### src/rtl/m10k_dump_pkg.sv
// rtl/m10k_dump_pkg.sv - shared types and constants for the M10K dump reader
package m10k_dump_pkg;

  typedef enum logic [1:0] {
    IDLE,
    SCAN,
    DRAIN,
    FIN
  } state_t;

  localparam int CSUM_W = 16;

endpackage

### src/rtl/dump_fifo2.sv
// rtl/dump_fifo2.sv - two-entry FIFO with the head entry registered onto dout
module dump_fifo2 #(
  parameter int W = 8
) (
  input  logic         clk,
  input  logic         reset,
  input  logic         push,
  input  logic [W-1:0] din,
  input  logic         pop,
  output logic [W-1:0] dout,
  output logic [1:0]   count,
  output logic         empty
);

  logic [W-1:0] r_head;
  logic [W-1:0] r_tail;
  logic [1:0]   r_count;
  logic         w_pop;
  logic         w_push;

  assign w_pop  = pop && (r_count != 2'd0);
  assign w_push = push && ((r_count != 2'd2) || w_pop);

  always_ff @(posedge clk) begin
    if (reset) begin
      r_head  <= '0;
      r_tail  <= '0;
      r_count <= 2'd0;
    end else begin
      case ({w_push, w_pop})
        2'b10: begin
          if (r_count == 2'd0) r_head <= din;
          else                 r_tail <= din;
          r_count <= r_count + 2'd1;
        end
        2'b01: begin
          r_head  <= r_tail;
          r_count <= r_count - 2'd1;
        end
        2'b11: begin
          // Occupancy is unchanged; the incoming word lands wherever the new tail is.
          if (r_count == 2'd1) begin
            r_head <= din;
          end else begin
            r_head <= r_tail;
            r_tail <= din;
          end
        end
        default: ;
      endcase
    end
  end

  assign dout  = r_head;
  assign count = r_count;
  assign empty = (r_count == 2'd0);

endmodule

### src/rtl/m10k_dump_reader.sv
// rtl/m10k_dump_reader.sv - streams one M10K block onto a valid/ready channel
// DUMP_CHECKSUM_EN builds the running checksum; otherwise checksum is tied to 0.
module m10k_dump_reader
  import m10k_dump_pkg::*;
#(
  parameter int DATA_W    = 8,
  parameter int ADDR_W    = 8,
  parameter int DEPTH     = 256,
  parameter int BASE_ADDR = 0
) (
  input  logic                     clk,
  input  logic                     reset,
  input  logic                     START,
  input  logic signed [DATA_W-1:0] M10K_read_data,
  output logic        [ADDR_W-1:0] M10K_read_address_wire,
  output logic signed [DATA_W-1:0] out_data,
  output logic                     out_valid,
  input  logic                     out_ready,
  output logic                     busy,
  output logic                     done,
  output logic signed [CSUM_W-1:0] checksum
);

  localparam logic [ADDR_W:0]   DEPTH_C = (ADDR_W + 1)'(DEPTH);
  localparam logic [ADDR_W-1:0] BASE_C  = ADDR_W'(BASE_ADDR);

  state_t            r_state;
  state_t            w_next;
  logic [ADDR_W-1:0] r_rd_addr;
  logic [ADDR_W:0]   r_issued;
  logic              r_inflight;

  logic [DATA_W-1:0] w_dout;
  logic [1:0]        w_count;
  logic              w_empty;
  logic              w_pop;
  logic              w_accept;
  logic [1:0]        w_occ;
  logic              w_issue;

  assign w_pop    = out_valid && out_ready;
  assign w_accept = (r_state == IDLE) && START;
  // Occupancy after this cycle's pop, so a steady stream can issue every cycle.
  assign w_occ    = w_count - {1'b0, w_pop};
  assign w_issue  = (r_state == SCAN) &&
                    (({1'b0, w_occ} + {2'b00, r_inflight}) < 3'd2) &&
                    (r_issued < DEPTH_C);

  dump_fifo2 #(.W(DATA_W)) u_fifo (
    .clk   (clk),
    .reset (reset),
    .push  (r_inflight),
    .din   (M10K_read_data),
    .pop   (w_pop),
    .dout  (w_dout),
    .count (w_count),
    .empty (w_empty)
  );

  always_comb begin
    w_next = r_state;
    busy   = 1'b0;
    done   = 1'b0;
    case (r_state)
      IDLE:  if (START) w_next = SCAN;
      SCAN: begin
        busy = 1'b1;
        if (r_issued == DEPTH_C) w_next = DRAIN;
      end
      DRAIN: begin
        busy = 1'b1;
        if (w_empty && !r_inflight) w_next = FIN;
      end
      FIN: begin
        done   = 1'b1;
        w_next = IDLE;
      end
      default: w_next = IDLE;
    endcase
  end

  always_ff @(posedge clk) begin
    if (reset) begin
      r_state    <= IDLE;
      r_rd_addr  <= BASE_C;
      r_issued   <= '0;
      r_inflight <= 1'b0;
    end else begin
      r_state    <= w_next;
      r_inflight <= w_issue;
      if (w_accept) begin
        r_rd_addr <= BASE_C;
        r_issued  <= '0;
      end else if (w_issue) begin
        r_rd_addr <= r_rd_addr + 1'b1;
        r_issued  <= r_issued + 1'b1;
      end
    end
  end

  assign M10K_read_address_wire = r_rd_addr;
  assign out_data               = w_dout;
  assign out_valid              = !w_empty;

`ifdef DUMP_CHECKSUM_EN
  logic signed [CSUM_W-1:0] r_csum;

  always_ff @(posedge clk) begin
    if (reset) begin
      r_csum <= '0;
    end else if (w_accept) begin
      r_csum <= '0;
    end else if (w_pop) begin
      r_csum <= r_csum + CSUM_W'(out_data);
    end
  end

  assign checksum = r_csum;
`else
  assign checksum = '0;
`endif

endmodule

### config.mk
export PLATFORM = sky130hd
export DESIGN_NAME = m10k_dump_reader
export DESIGN_NICKNAME = d
export VERILOG_FILES = /design/src/rtl/m10k_dump_pkg.sv /design/src/rtl/dump_fifo2.sv /design/src/rtl/m10k_dump_reader.sv
export SDC_FILE = /design/constraint.sdc
export NUM_CORES = 1
export LEC_CHECK = 0
export CAP_MARGIN = 20
export CORE_ASPECT_RATIO = 1.25
export CORE_MARGIN = 3
export CORE_UTILIZATION = 30
export CTS_BUF_LIST = sky130_fd_sc_hd__clkbuf_4 sky130_fd_sc_hd__clkbuf_8
export CTS_CLUSTER_DIAMETER = 40
export DETAILED_ROUTE_END_ITERATION = 12
export PLACE_DENSITY = 0.65
export SETUP_SLACK_MARGIN = 0.4
export SLEW_MARGIN = 20
export SYNTH_ARGS = -nofsm -noshare
export SYNTH_HDL_FRONTEND = slang
export SYNTH_HIERARCHICAL = 1
export SYNTH_SLANG_ARGS = --single-unit
### constraint.sdc
create_clock -name clk -period 2 [get_ports clk]
set_input_delay 0.4 -clock clk [delete_from_list [all_inputs] [get_ports clk]]
set_output_delay 0.4 -clock clk [all_outputs]
set_load 0.005 [all_outputs]
; ---- Word level (Yosys, flattened, before mapping)
; Index checks and enable logic that the tools add are counted.
[word_totals]
output_inout_bits = 35
input_bits = 12
ff_bits = 38
word_cells = 64
[op_classes]
n_mux = 13
n_eq_ne = 15
n_lt_le_gt_ge = 2
addsub = 6
n_reduce_logical = 21
[op_table]
columns = op, n
row1 = 2-to-1 mux 8 bit, 4
row2 = one-hot mux 8 bit (3 select lines), 1
row3 = one-hot mux 8 bit (2 select lines), 1
row4 = "!= test 2 bit, second input constant", 6
row5 = "adder 9 x 1 -> 9 bit, second input constant", 1
row6 = "== test 9 bit, second input constant", 1
row7 = "< comparator 9 bit, second input constant", 1
row8 = "adder 8 x 1 -> 8 bit, second input constant", 1
row9 = "== test 2 bit, second input constant", 4
row10 = one-hot mux 2 bit (4 select lines), 1
row11 = logical AND 1 bit, 7
row12 = "== test 2 x 1 -> 1 bit, second input constant", 3
row13 = 2-to-1 mux 2 bit, 3
row14 = AND reduction 3 bit, 2
row15 = nonzero test 2 bit, 3
row16 = zero test 2 bit, 2
row17 = one-hot mux 2 bit (2 select lines), 1
row18 = OR reduction 2 bit, 2
row19 = adder 2 x 1 -> 3 bit, 1
row20 = "< comparator 3 x 2 -> 1 bit, second input constant", 1
row21 = nonzero test 3 bit, 1
row22 = "adder 2 x 1 -> 2 bit, second input constant", 1
row23 = zero test 1 bit, 2
row24 = 2-to-1 mux 1 bit, 2
row25 = other kinds (5), 5

; ---- Longest topological paths before layout
; Gate-level depths: netlist of run 1.
[depth]
word_depth = 9
mapped_depth = 9
ltp_nobuf = 8

; ---- Cells and area by module
; The synthesis of run 1 kept the hierarchy.
[by_module_without_submodules]
columns = mod, cells_per_inst, area_per_inst_um2, seq_area_each_um2, n_inst
row1 = m10k_dump_reader, 142, 1224.9, 400.4, 1
row2 = dump_fifo2, 94, 832.0, 360.3, 1

; ---- Worst setup path after synthesis of run 1
; OpenSTA, ideal clock, no wires.
[synth_path]
path_kind = register to register
startpoint = register u_fifo.r_count[1] (netlist: u_fifo/count[1])
endpoint = register r_rd_addr[6] (netlist: M10K_read_address_wire[6])
required_time_ns = 1.884
stages_incl_launch_ff = 9
period_less_slack_ns = 2.058
arrival_ns = 1.942
path_buffers = 0
setup_time_ns = 0.116
path_slack_ns = -0.058
path_cell_list = dfxtp_1 > inv_1 > ha_1 > nor2b_1 > ha_1 > xor2_1 > nor3_2 > a31oi_1 > a41o_1
[synth_between]
elab_chain_cells = 8
[synth_lines]
columns = element, line_no
row1 = "start, declared", dump_fifo2.sv:17  ; logic [1:0] r_count;
row2 = "start signal, assigned", dump_fifo2.sv:34  ; r_count <= r_count + 2'd1;
row3 = "start signal, assigned", dump_fifo2.sv:38  ; r_count <= r_count - 2'd1;
row4 = zero test 2 bit, dump_fifo2.sv:56  ; assign empty = (r_count == 2'd0);
row5 = named net w_empty, m10k_dump_reader.sv:35  ; logic w_empty;
row6 = zero test 1 bit, m10k_dump_reader.sv:103  ; assign out_valid = !w_empty;
row7 = logical AND 1 bit, m10k_dump_reader.sv:41  ; assign w_pop = out_valid && out_ready;
row8 = named net w_pop, m10k_dump_reader.sv:36  ; logic w_pop;
row9 = subtractor 2 x 1 -> 2 bit, m10k_dump_reader.sv:44  ; assign w_occ = w_count - {1'b0, w_pop};
row10 = adder 2 x 1 -> 3 bit, m10k_dump_reader.sv:46  ; (({1'b0, w_occ} + {2'b00, r_inflight}) < 3'd2) &&
row11 = < comparator 3 x 2 -> 1 bit, m10k_dump_reader.sv:46
row12 = logical AND 1 bit, m10k_dump_reader.sv:45  ; assign w_issue = (r_state == SCAN) &&
row13 = logical AND 1 bit, m10k_dump_reader.sv:46
row14 = "end signal, assigned", m10k_dump_reader.sv:95  ; r_rd_addr <= r_rd_addr + 1'b1;
row15 = "end, declared", m10k_dump_reader.sv:29  ; logic [ADDR_W-1:0] r_rd_addr;
; The timed path passes the listed nets, and every way through them passes these cells.
; A chain may end at the register's enable or synchronous reset.

; ---- Final worst setup path of run 1
[layout_path]
startpoint = register u_fifo.r_count[0] (netlist: u_fifo/count[0])
endpoint = register u_fifo.r_tail[6]
[layout_between]
elab_chain_cells = 9
word_cells_on_any_way = 16
cone_classes = eq/ne: 6 / mux: 1 / reduce/logical: 9
[layout_lines]
columns = element, line_no
row1 = zero test 2 bit (*), dump_fifo2.sv:56
row2 = named net w_empty, m10k_dump_reader.sv:35
row3 = zero test 1 bit (*), m10k_dump_reader.sv:103
row4 = logical AND 1 bit (*), m10k_dump_reader.sv:41
row5 = named net w_pop, m10k_dump_reader.sv:36
row6 = logical AND 1 bit (*), dump_fifo2.sv:21  ; assign w_pop = pop && (r_count != 2'd0);
row7 = logical OR 1 bit, dump_fifo2.sv:22  ; assign w_push = push && ((r_count != 2'd2) || w_pop);
row8 = logical AND 1 bit, dump_fifo2.sv:22
row9 = == test 2 bit, dump_fifo2.sv:30  ; case ({w_push, w_pop})
row10 = != test 2 bit (no source line) or nonzero test 2 bit (tied branches), --
row11 = AND reduction 3 bit (no source line), --
row12 = "end signal, assigned", dump_fifo2.sv:33  ; else r_tail <= din;
row13 = "end signal, assigned", dump_fifo2.sv:46  ; r_tail <= din;
row14 = "end, declared", dump_fifo2.sv:16  ; logic [W-1:0] r_tail;
; The timed path passes the listed nets; every way through them passes the cells marked *.

==> qor.csv, run 1 <==
metric;value;unit
Synth Flop Type;dfxtp_1;
Vias;1870;
Pwr Total;3.206;mW
largest net degree at the start of global routing;24;
Post-layout nets;326;
max-slew violations;0;
chip width;80.06;um
antenna-violating nets left;0;
Critical Path AT;2.06;ns
DRT iter0 DRCs;65;
floorplan row count;33;
Setup-failing EPs final;0;
largest family of logic cells by synthesized area;simple AND/OR/NAND/NOR gates;
complex-gate fraction of the synthesized area;12.71;%
Max VDD drop;561.1;uV
DP HPWL;3.270;mm
mux contribution to synthesized area;6.387;%
GRT Total Usage;12.18;%
total congestion overflow;0;
number of synthesized flops with an enable pin;0;
critical path type;flop to flop;
Worst Setup End Kind;flop;
min-delay worst type;flop to flop;
Synth Instances;236;
Vias/cell;4.795;
Slew Limit Headroom;61.03;%
Final Cycle Share;93.78;%
area of the multi-input gates;1383;um^2
YS warnings;6;
Layout area overhead;48.54;%
worst slew pin tran;0.5846;ns
Util after Layout;46.25;%
DIE AREA;7892;um^2
Remaining DRCs;0;
reg2reg setup slack;0.12;ns
# diodes;0;
die height;98.58;um
LEAKAGE;1.304;nW
global-route wire length before repair;7.866;mm
vias in the first global route;1778;
pwr dens;1049;nW/um^2
post-synthesis simple-gate area fraction;23.24;%
distinct cell type count after synthesis;38;
drt wl/cell;12.97;um
CP max stage cell;dfxtp_2;
Max FO, Critical Path;8;
CP top delay family;simple AND/OR/NAND/NOR gates;
Hold Violations, Final;0;
Worst Clk Skew;0.007036;ns
async set or reset register ratio after synthesis;0;%
port bufs;30;
io pins;47;
1st-pass router iterations;5;
Critical Path, Cell by Cell;inv_4, ha_4, nor2b_4, mux2_4, or3_4, buf_8, mux2i_1, nor2_1;
GP Congestion;0.7659;
worst-case clock buffer depth;2;
Post-Synth Adder-Cell Area;6.691;%
clk_lat worst skew;0.29;ns
Mapped Area;2057;um^2
register area;792.0;um^2
hold-fix buffers at CTS;0;
core area;6606;um^2
setup TNS;0;ns
CTS tree;done;
fraction of layout cells with a size suffix above 1;33.66;%
Post-Route WL;5.057;mm
Worst path max stage delay;0.36;ns
Initial Util;31.14;%
outcome;completed;
Clock Sinks;38;
Num CTS Buffers;5;
H-tree levels;2;
Root Buffer Master;clkbuf_8;
Clk pin slew, worst setup/hold paths;0.08;ns
Synth Area in XOR/XNOR;3.832;%
post-layout min period;1.876;ns
RSZ-0062 raised after global routing;true;
fill count;662;
Buf+Inv Stages, Crit Path;2;
Synth Area per Inst;8.716;um^2
Seq/Total Area, Yosys;36.98;%
Worst EP required;2.18;ns
antenna violations before repair;0;
Max Cap Viol;0;
fmax;533.2;MHz
crit path launch type;flop;
#FFs+latches synth;38;
cells by family (layout without fill, tap and decap cells):
kind of cell / after synthesis / after routing
xor gates and xnor gates: 9 / 9
buffers and inverters: 35 / 87
adders and majority gates: 11 / 11
and+or+nand+nor: 94 / 94
AOI/OAI and AO/OA: 35 / 35
other: 1 / 16
muxes: 13 / 13
DFF: 38 / 38
power breakdown:
part           switching [mW]  leakage, nW  internal [mW]
Clock                   0.278       0.0438          0.234
Sequential             0.0901        0.316          0.883
Combinational           0.789        0.943          0.931
Total                    1.16         1.30           2.05
flip-flops by register name (all words and copies together), names as in the netlist:
name,cells
r_issued,9
M10K_read_address_wire,8
u_fifo/dout,8
u_fifo/r_tail,8
r_state,2
u_fifo/count,2
r_inflight,1
per-layer routing:
metal / vias to the layer above / share of wire, % / global-route usage [%]
met3: 6 / 4.1 / 3.108
met1: 905 / 41 / 14.06
li1: 918 / - / -
met5: - / 0 / 0
met4: 0 / 0.87 / 3.121
met2: 41 / 54 / 22.00
tightest hold or removal path: stages (launching register included):
cell,delay (ns)
dfxtp_1,0.31
nor2_1,0.09
a311oi_1,0.04
stage by stage:
step,hold WS [ns],cells,area (um^2),setup slack [ns]
after floorplan,0.4630,251,2197,0.1753
after global routing,0.5183,390,3055,0.03663
after detailed placement,0.4866,355,2522,-0.2072
final,0.4903,390,3055,0.1244
after global placement,0.4734,355,2522,-0.1828
after CTS,0.4984,372,2764,0.1672
cell usage in the layout (no fill, tap or decap), drive strengths merged:
master	synthesis	routed
buf	20	39
dfxtp	38	38
nor2	33	33
clkdlybuf4s50	0	24
nand2	24	24
conb	1	16
mux2i	12	12
nand3	12	12
inv	11	11
ha	11	11
a311oi	9	9
a21oi	7	7
xnor2	6	6
clkbuf	4	5
a31oi	5	5
nor2b	5	5
nand2b	5	5
nor4	4	4
a41o	4	4
o21ai	4	4
or3	3	3
xor2	3	3
clkdlybuf4s15	0	3
and3	2	2
nand4	2	2
clkinv	0	2
dlymetal6s2s	0	2
a21o	2	2
a31o	2	2
or4	1	1
o221ai	1	1
and2	1	1
nor3	1	1
and4	1	1
o21bai	1	1
dlygate4sd2	0	1
mux2	1	1
cell usage after synthesis, types with 2 or more instances:
cell type	count	area, um^2
nor4_4	2	42.54
buf_4	17	127.6
nor2b_1	4	25.02
a311oi_1	9	78.83
inv_1	11	41.29
mux2i_1	12	120.1
or3_1	3	18.77
clkbuf_1	4	15.01
nor2_1	33	123.9
a31o_2	2	17.52
xor2_1	3	26.28
a31oi_1	5	31.28
nand4_1	2	12.51
nand2_1	24	90.09
buf_2	2	10.01
ha_1	11	137.6
nand3_1	12	60.06
dfxtp_1	38	760.7
a21oi_1	7	35.03
and3_1	2	12.51
xnor2_1	6	52.55
nand2b_1	5	31.28
o21ai_0	4	20.02
a41o_1	4	40.04
cell type report:
type	instances	share of cell area, %
flip-flops and latches	38	25.92
inverters	11	1.515
clock inverters	2	0.3276
multi-input cells	178	45.25
clock buffers	5	2.252
well taps	87	3.563
repair buffers	69	21.17
worst paths after layout:
kind              startpoint               end  cells after the start
max          u_fifo/count[0]  u_fifo/r_tail[6]                      8
min           u_fifo/dout[5]    u_fifo/dout[5]                      2
max reg2reg  u_fifo/count[0]  u_fifo/r_tail[6]                      8
min reg2reg   u_fifo/dout[5]    u_fifo/dout[5]                      2
what timing repair did:
action	in CTS	in global routing
buffers inserted	10	18
resized for setup	33	40
pin swaps	14	19
setup endpoints to repair	44	46
Note: power is estimated with default switching activity, not from simulation.
==> run 2, diff against run 1 <==
- SLEW_MARGIN: 20 -> 30
==> results of run 2 <==
Same layout as run 1: the final DEF is identical, and so are final timing and power.
==> run 3, diff against run 2 <==
--- a/config.mk
+++ b/config.mk
@@ -14,3 +14,3 @@
 export DETAILED_ROUTE_END_ITERATION = 12
-export PLACE_DENSITY = 0.65
+export PLACE_DENSITY = 0.63
 export SETUP_SLACK_MARGIN = 0.4
==> constraint.sdc (replaced) <==
create_clock -name clk -period 2.3 [get_ports clk]
set_input_delay 0.345 -clock clk [delete_from_list [all_inputs] [get_ports clk]]
set_output_delay 0.345 -clock clk [all_outputs]
set_load 0.005 [all_outputs]
==> run 3 against run 2 <==
  * Die area stayed put
  * Count of clock-buffer cells in the layout did not move
  * Hold slack gained 0.0032 ns
  * Sequential power down 12%
  * Routed wire length down 13%
  * Total power decreased by 23%
  * Register-to-register slack improved by 0.32 ns
  * Via count down 8.1%
  * Critical path depth unchanged
  * Global-route usage is 0.99 points lower
  * First-iteration DRC count down 32%
==> qor.csv, run 3 (synthesis gave the netlist of run 1 again) <==
metric;value;unit
outcome;completed;
Worst Clk Skew;0.004507;ns
Final Cycle Share;80.73;%
setup TNS;0;ns
min-delay worst type;flop to flop;
post-layout min period;1.857;ns
Critical path origin;u_fifo/count[0];
worst-case clock buffer depth;2;
area of the multi-input gates;1222;um^2
Max Cap Viol;0;
worst slew pin tran;0.5388;ns
DRT iter0 DRCs;44;
critical path type;flop to flop;
RSZ-0062 raised after global routing;true;
Reg with most FFs;r_issued;
Max VDD drop;452.2;uV
Remaining DRCs;0;
chip width;80.06;um
H-tree levels;2;
Num CTS Buffers;5;
Worst EP required;2.48;ns
max-slew violations;0;
# diodes;0;
antenna violations before repair;0;
LEAKAGE;1.139;nW
Pwr Total;2.456;mW
Vias;1719;
antenna-violating nets left;0;
Post-Route WL;4.394;mm
core area;6606;um^2
CTS tree;done;
crit path launch type;flop;
Worst Setup End Kind;flop;
CP top delay family;simple AND/OR/NAND/NOR gates;
Layout area overhead;30.90;%
Max FO, Critical Path;8;
drt wl/cell;11.94;um
Critical Path, Cell by Cell;inv_4, ha_4, nor2b_4, mux2_1, or3_1, buf_6, mux2i_1, nor2_1;
commonest non-fill, non-tap cells in the layout;34 x dfxtp_1, 33 x nor2_1, 28 x clkdlybuf4s50_1, 24 x nand2_1, 16 x conb_1;
Clk pin slew, worst setup/hold paths;0.08;ns
Clock Sinks;38;
vias in the first global route;1544;
Largest register FFs;9;
Worst path max stage delay;0.36;ns
GRT Total Usage;11.19;%
1st-pass router iterations;4;
fill count;696;
Vias/cell;4.671;
die height;98.58;um
commonest non-fill, non-tap cell in the layout;dfxtp_1;
CP max stage cell;dfxtp_2;
register area;773.2;um^2
global-route wire length before repair;7.100;mm
largest net degree at the start of global routing;24;
Buf+Inv Stages, Crit Path;2;
fraction of layout cells with a size suffix above 1;16.73;%
pwr dens;912.2;nW/um^2
fmax;538.5;MHz
total congestion overflow;0;
Post-layout nets;303;
Initial Util;31.14;%
io pins;47;
floorplan row count;33;
GP Congestion;0.7819;
port bufs;30;
Root Buffer Master;clkbuf_8;
Slew Limit Headroom;64.08;%
DP HPWL;3.228;mm
DIE AREA;7892;um^2
Setup-failing EPs final;0;
Hold Violations, Final;0;
clk_lat worst skew;0.29;ns
reg2reg start;u_fifo/count[0];
Critical Path AT;2.04;ns
hold path startpoint;r_issued[1];
[run 3: layout make-up]
class / count / share of cell area (%)
multi-input combinational: 178 / 45.40
sequential: 38 / 28.72
timing repair buffer: 46 / 16.08
tap: 87 / 4.043
clock buffer: 5 / 2.556
inverter: 11 / 1.719
clock inverter: 3 / 1.487
[run 3: worst paths after layout]
check | endpoint | slack (ns) | cells after the start
worst max-delay path | u_fifo/r_tail[7] | 0.44 | 8
worst min-delay path | r_issued[1] | 0.49 | 2
worst max register to register | u_fifo/r_tail[7] | 0.44 | 8
worst min register to register | r_issued[1] | 0.49 | 2
[run 3: report_power, final]
part           internal [mW]  switching [mW]
clock network          0.319           0.240
logic                  0.523           0.518
registers              0.772          0.0841
[run 3: routing by layer]
metal,global-route usage [%],wire (um),vias to the layer above
li1,-,-,874
met1,13.32,1925,804
met2,18.88,2226,32
met3,2.834,155,9
met4,4.681,87,0
met5,0,0,-
[run 3: worst register-to-register path: cells and delay by family (launching register included)]
kind	cells	cell delay, ns
AND/OR/NAND/NOR	3	0.52
multiplexers	2	0.48
flip-flops	1	0.36
buffers and inverters	2	0.21
adder cells (fa/ha/maj)	1	0.17
[run 3: through the flow]
stage               utilization (%)  worst slack (ns)  hold slack [ns]  area, um^2  cells
floorplan                         -            0.4211           0.4174        2167    251
global placement              37.20            0.1625           0.4741        2457    350
detailed placement            37.20            0.1430           0.4855        2457    350
CTS                           39.34            0.4103           0.4988        2599    359
global route                  40.76            0.3611           0.5223        2693    368
finish                        40.76            0.4431           0.4935        2693    368
[run 3: timing repair]
item / in CTS / in global routing
pin swaps: 4 / 7
setup endpoints to repair: 22 / 20
resized for setup: 8 / 9
setup buffers: 1 / 9
hold buffers: 0 / 0
